===== config.mk =====
export PLATFORM = sky130hd
export DESIGN_NAME = fetch_unit_q
export DESIGN_NICKNAME = d
export VERILOG_FILES = /design/src/rtl/fetch_unit_q_pkg.sv /design/src/rtl/fetch_fifo.sv /design/src/rtl/fetch_unit_q.sv
export SDC_FILE = /design/constraint.sdc
export NUM_CORES = 1
export LEC_CHECK = 0
export ABC_AREA = 0
export BUFFER_PORTS_ARGS = -buffer_cell sky130_fd_sc_hd__buf_2
export CAP_MARGIN = 40
export CORE_MARGIN = 1.5
export CORE_UTILIZATION = 45
export CTS_CLUSTER_DIAMETER = 100
export DETAILED_ROUTE_END_ITERATION = 8
export GPL_TIMING_DRIVEN = 0
export PLACE_DENSITY = 0.65
export SKIP_CTS_REPAIR_TIMING = 1
export SYNTH_ARGS = -nofsm -noshare
export SYNTH_HDL_FRONTEND = slang
export SYNTH_HIERARCHICAL = 1
export SYNTH_SLANG_ARGS = --single-unit

===== constraint.sdc =====
create_clock -name clk -period 7.9 [get_ports clk]
set_input_delay 0.395 -clock clk [delete_from_list [all_inputs] [get_ports clk]]
set_output_delay 0.395 -clock clk [all_outputs]
set_load 0.01 [all_outputs]

===== src/rtl/fetch_unit_q_pkg.sv =====
// Shared constants for the fetch unit: default datapath width and the NOP
// presented to Decode when no instruction is available.
package fetch_unit_q_pkg;
    localparam int          XLEN_DEFAULT = 32;
    localparam logic [31:0] NOP_INSTR    = 32'h0000_0013;
endpackage


===== src/rtl/fetch_fifo.sv =====
// Fetch queue of {pc, instr} pairs; zero-latency head, push/pop same cycle even when full.
// Flush empties the queue in one cycle and wins over push/pop.
module fetch_fifo
    import fetch_unit_q_pkg::*;
#(
    parameter  int XLEN  = XLEN_DEFAULT,
    parameter  int DEPTH = 4,
    localparam int PTR_W = $clog2(DEPTH),
    localparam int CNT_W = PTR_W + 1
) (
    input  logic             clk,
    input  logic             rst,
    input  logic             push,
    input  logic [XLEN-1:0]  push_pc,
    input  logic [XLEN-1:0]  push_instr,
    input  logic             pop,
    input  logic             flush,
    output logic [XLEN-1:0]  head_pc,
    output logic [XLEN-1:0]  head_instr,
    output logic             full,
    output logic             empty,
    output logic [CNT_W-1:0] count
);
    logic [XLEN-1:0]  pc_mem_q    [DEPTH];
    logic [XLEN-1:0]  pc_mem_d    [DEPTH];
    logic [XLEN-1:0]  instr_mem_q [DEPTH];
    logic [XLEN-1:0]  instr_mem_d [DEPTH];
    logic [PTR_W-1:0] wr_ptr_q, wr_ptr_d;
    logic [PTR_W-1:0] rd_ptr_q, rd_ptr_d;
    logic [CNT_W-1:0] count_q, count_d;
    logic             do_push, do_pop;

    assign empty      = (count_q == '0);
    assign full       = (count_q == CNT_W'(DEPTH));
    assign count      = count_q;
    assign head_pc    = pc_mem_q[rd_ptr_q];
    assign head_instr = instr_mem_q[rd_ptr_q];

    // A full queue still accepts a push when the head leaves in the same cycle.
    assign do_pop  = pop && !empty;
    assign do_push = push && (!full || do_pop);

    always_comb begin
        pc_mem_d    = pc_mem_q;
        instr_mem_d = instr_mem_q;
        wr_ptr_d    = wr_ptr_q;
        rd_ptr_d    = rd_ptr_q;
        count_d     = count_q;
        if (flush) begin
            wr_ptr_d = '0;
            rd_ptr_d = '0;
            count_d  = '0;
        end else begin
            if (do_push) begin
                pc_mem_d[wr_ptr_q]    = push_pc;
                instr_mem_d[wr_ptr_q] = push_instr;
                wr_ptr_d              = wr_ptr_q + PTR_W'(1);
            end
            if (do_pop) begin
                rd_ptr_d = rd_ptr_q + PTR_W'(1);
            end
            count_d = count_q + CNT_W'(do_push) - CNT_W'(do_pop);
        end
    end

    always_ff @(posedge clk) begin
        if (!rst) begin
            wr_ptr_q <= '0;
            rd_ptr_q <= '0;
            count_q  <= '0;
        end else begin
            wr_ptr_q <= wr_ptr_d;
            rd_ptr_q <= rd_ptr_d;
            count_q  <= count_d;
        end
    end

    always_ff @(posedge clk) begin
        pc_mem_q    <= pc_mem_d;
        instr_mem_q <= instr_mem_d;
    end
endmodule


===== src/rtl/fetch_unit_q.sv =====
// Instruction fetch with one outstanding memory request and a DEPTH-entry queue to Decode.
// ValidD rises one cycle after the response; StallD holds the head, a full queue stops requests.
module fetch_unit_q
    import fetch_unit_q_pkg::*;
#(
    parameter int              XLEN     = XLEN_DEFAULT,
    parameter int              DEPTH    = 4,
    parameter logic [XLEN-1:0] RESET_PC = '0
) (
    input  logic            clk,
    input  logic            rst,
    input  logic            PCSrcE,
    input  logic [XLEN-1:0] PCTargetE,
    input  logic            StallD,
    output logic            ImemReq,
    output logic [XLEN-1:0] ImemAddr,
    input  logic            ImemGnt,
    input  logic            ImemValid,
    input  logic [XLEN-1:0] ImemRData,
    output logic            ValidD,
    output logic [XLEN-1:0] InstrD,
    output logic [XLEN-1:0] PCD,
    output logic [XLEN-1:0] PCPlus4D
);
    localparam int CNT_W = $clog2(DEPTH) + 1;

    logic [XLEN-1:0]  pc_q, pc_d;
    logic [XLEN-1:0]  req_pc_q, req_pc_d;
    logic             outst_q, outst_d;
    logic             discard_q, discard_d;
    logic             grant, resp, push, pop;
    logic             fifo_full, fifo_empty;
    logic [CNT_W-1:0] fifo_count;
    logic [XLEN-1:0]  head_pc, head_instr;

    assign ImemReq  = rst && !outst_q && (fifo_count < CNT_W'(DEPTH));
    assign ImemAddr = pc_q;
    assign grant    = ImemReq && ImemGnt;
    assign resp     = ImemValid && outst_q;
    assign pop      = !fifo_empty && !StallD;
    assign push     = resp && !discard_q && !PCSrcE && (!fifo_full || pop);

    always_comb begin
        pc_d      = pc_q;
        req_pc_d  = req_pc_q;
        outst_d   = outst_q;
        discard_d = discard_q;
        if (grant) begin
            outst_d  = 1'b1;
            req_pc_d = pc_q;
            pc_d     = pc_q + XLEN'(4);
        end else if (resp) begin
            outst_d   = 1'b0;
            discard_d = 1'b0;
        end
        // Only a response still in flight after this cycle needs to be dropped.
        if (PCSrcE) begin
            pc_d = {PCTargetE[XLEN-1:2], 2'b00};
            if (grant || (outst_q && !ImemValid)) begin
                discard_d = 1'b1;
            end
        end
    end

    always_ff @(posedge clk) begin
        if (!rst) begin
            pc_q      <= RESET_PC;
            req_pc_q  <= '0;
            outst_q   <= 1'b0;
            discard_q <= 1'b0;
        end else begin
            pc_q      <= pc_d;
            req_pc_q  <= req_pc_d;
            outst_q   <= outst_d;
            discard_q <= discard_d;
        end
    end

    fetch_fifo #(
        .XLEN  (XLEN),
        .DEPTH (DEPTH)
    ) u_fifo (
        .clk        (clk),
        .rst        (rst),
        .push       (push),
        .push_pc    (req_pc_q),
        .push_instr (ImemRData),
        .pop        (pop),
        .flush      (PCSrcE),
        .head_pc    (head_pc),
        .head_instr (head_instr),
        .full       (fifo_full),
        .empty      (fifo_empty),
        .count      (fifo_count)
    );

    assign ValidD   = !fifo_empty;
    assign InstrD   = fifo_empty ? XLEN'(NOP_INSTR) : head_instr;
    assign PCD      = fifo_empty ? '0 : head_pc;
    assign PCPlus4D = fifo_empty ? '0 : head_pc + XLEN'(4);
endmodule


==> run metrics <==
status=finished clean; worst hold slack=a little over 0.09 ns; clock slew at reported path FFs=0.06 ns; GRT Resource Usage Total=0.210; CTS sink count=approximately 330; final-stage net count=1,323; Worst setup EP type=register; final hold viol count=0; Synth-to-Final Area Change=21.7%; Tcrit/Tclk final=0.585; initial core utilization=0.456; Max-Cap Viols=0; Rows=64; post-synth design cell area=13,900 sq um; fin crit period=4.62 ns; CP Cell Sequence=nor3_2 > clkbuf_1 > buf_1 > nor2_1 > or4b_1 > nand2_1 > ha_1 > inv_1 > ha_1 > inv_1 > fa_1 > xor2_1 > and2_1 > nor3_1; Slew Limit Fails=0; commonest non-fill, non-tap cells in the layout=edfxtp_1, buf_2, nand2_1; Final setup viols=0; critical path class=register to register; Final ANT Viol Nets=0; detailed placement HPWL=24,200 microns; largest area contributor in the synthesized netlist=edfxtp_1; Synth top area share=0.553; clock skew=0.0233 ns; CTS max path bufs=3; initial antenna violation count=1; CP bufs+invs=4; LEAKAGE=5.92 nW; post-detailed-route wirelength per cell=between 15 and 20 microns; latest clock arrival within the worst-skew pair=0.52 ns; Core Region=~30,000 sq um; PwrDens=219 nW/um^2; GRT overflow=0; Filler cells=about 2,500; largest net degree at the start of global routing=15; maximum fanout along the worst path=12; first-pass GRT wire length=51,000 microns; critical path's top delay family=simple AND/OR/NAND/NOR gates; ys flop type=edfxtp_1; CP startpoint kind=register; Fmax=216 MHz; setup slack after placement=3.30 ns; Die H=179 microns; share of cells above drive strength 1=0.306; Synth Warn #=6; total CTS buffers=35; post-synth cell types=56; Synth Instances=971; number of synthesized flops with an enable pin=256; fin cells=1,666; Post-Layout Inst Area=16,900 sq um; RSZ-0062 raised after global routing=false; Area contributors post-synth=edfxtp_1, mux4_2, dfxtp_1; drt drc=0; Seq cells post-synth=325; Mean Syn Cell Area=roughly 14 sq um; RePlAce Congestion=0.822; diodes inserted=0; worst slew pin tran=slightly below 0.9 ns; # port buffers=195; via count=around 9,000; slew margin rel.=0.417; Post-synth ARST share=0; total wire length=~33,000 microns; Arr. time, crit path=5.07 ns; Area after DPL=roughly 16,000 sq um; vias in the first global route=9,089; Hold/Removal Path Class=primary input to register; final worst slack=roughly 3.3 ns; Critical Path RT=about 8.3 ns; CTS tree=done; CP max stage delay=about 0.7 ns; Die X=179 microns; Max VDD drop=between 100 and 150 uV; post-synthesis sequential area ratio=0.652; Slowest-stage cell, CP=nor3_2; Root Buffer=clkbuf_16; # H-tree levels=2; Vias/cell=5.50; Tot Pwr=3.70 mW; Starting DRT DRC Count=between 600 and 700; Die ar.=32,000 sq um; Ports=200; first-pass detailed-route iteration total=5; commonest non-fill, non-tap cell in the layout=edfxtp_1; Inst Count DP=roughly 1,600
-- where the power goes --
group / leakage (nW) / internal [mW] / switching (mW)
Clock: 0.575 / 1.02 / 0.647
Combinational: 2.54 / 0.0557 / 0.0823
Sequential: 2.81 / 1.86 / 0.0311
-- layer usage --
layer / share of wire / up-vias / global-route usage / wire length [microns]
li1: - / 4297 / - / -
met1: 0.44 / 4482 / 0.289 / 14400
met2: 0.47 / 342 / 0.345 / 15600
met3: 0.069 / 45 / 0.0352 / 2290
met4: 0.020 / 2 / 0.0601 / 668
met5: 0.00024 / - / 0 / 8
-- synthesized netlist by cell type, types with 8 or more instances --
cell and number:
nor4_1 8, inv_1 12, o21ai_0 29, buf_2 11, a21oi_1 53, a211oi_1 9, nor3_1 11, edfxtp_1 256
clkbuf_1 30, nor2b_1 63, nand3_1 27, ha_1 8, xor2_1 18, nand4_1 21, mux4_2 64, nor2_1 39
or4_1 19, buf_4 9, o31ai_1 18, and4_1 11, dfxtp_1 69, nand2_1 94
-- registers in the layout, indices dropped and copies added (netlist names) --
signal              cells
ImemAddr               30
discard_q               1
outst_q                 1
req_pc_q               30
u_fifo/count            3
u_fifo/instr_mem_q    128
u_fifo/pc_mem_q       128
u_fifo/rd_ptr_q         2
u_fifo/wr_ptr_q         2
-- path summary, 6_finish.rpt --
path / start / end / slack, ns / cells past startpoint
worst max-delay path: u_fifo/count[2] / u_fifo/count[2] / 3.28 / 14
worst min-delay path: ImemRData[28] / u_fifo/instr_mem_q[28] / 0.09 / 1
worst max register to register: u_fifo/count[2] / u_fifo/count[2] / 3.28 / 14
worst min register to register: discard_q / discard_q / 0.47 / 2
-- stage by stage --
stage                util  setup TNS (ns)
floorplan               -               0
global placement    0.505         -931.25
CTS                 0.555               0
detailed placement  0.516               0
global route        0.555               0
finish              0.555               0
-- kinds of logic after synthesis --
family                     count (synthesis)  share of synthesized area
AOI/OAI and AO/OA                        133                     0.0572
buffers and inverters                     74                     0.0281
and+or+nand+nor                          339                      0.133
other                                      1                   0.000270
muxes                                     68                      0.107
xor gates and xnor gates                  22                     0.0139
adders and majority gates                  9                    0.00864
DFF                                      325                      0.652
-- cell type report --
| cell class | count | area, sq um | share of cell area |
|---|---|---|---|
| Clock buffer | 46 | 958 | 0.0566 |
| Clock inverter | 17 | 230 | 0.0136 |
| Tap cell | 396 | 495 | 0.0293 |
| Timing Repair Buffer | 227 | 1270 | 0.0752 |
| Buffer | 62 | 345 | 0.0204 |
| Sequential cell | 325 | 9070 | 0.536 |
| Multi-Input combinational cell | 581 | 4510 | 0.266 |
| Inverter | 12 | 45.0 | 0.00266 |
No activity file was read; power rests on OpenSTA's default activity.
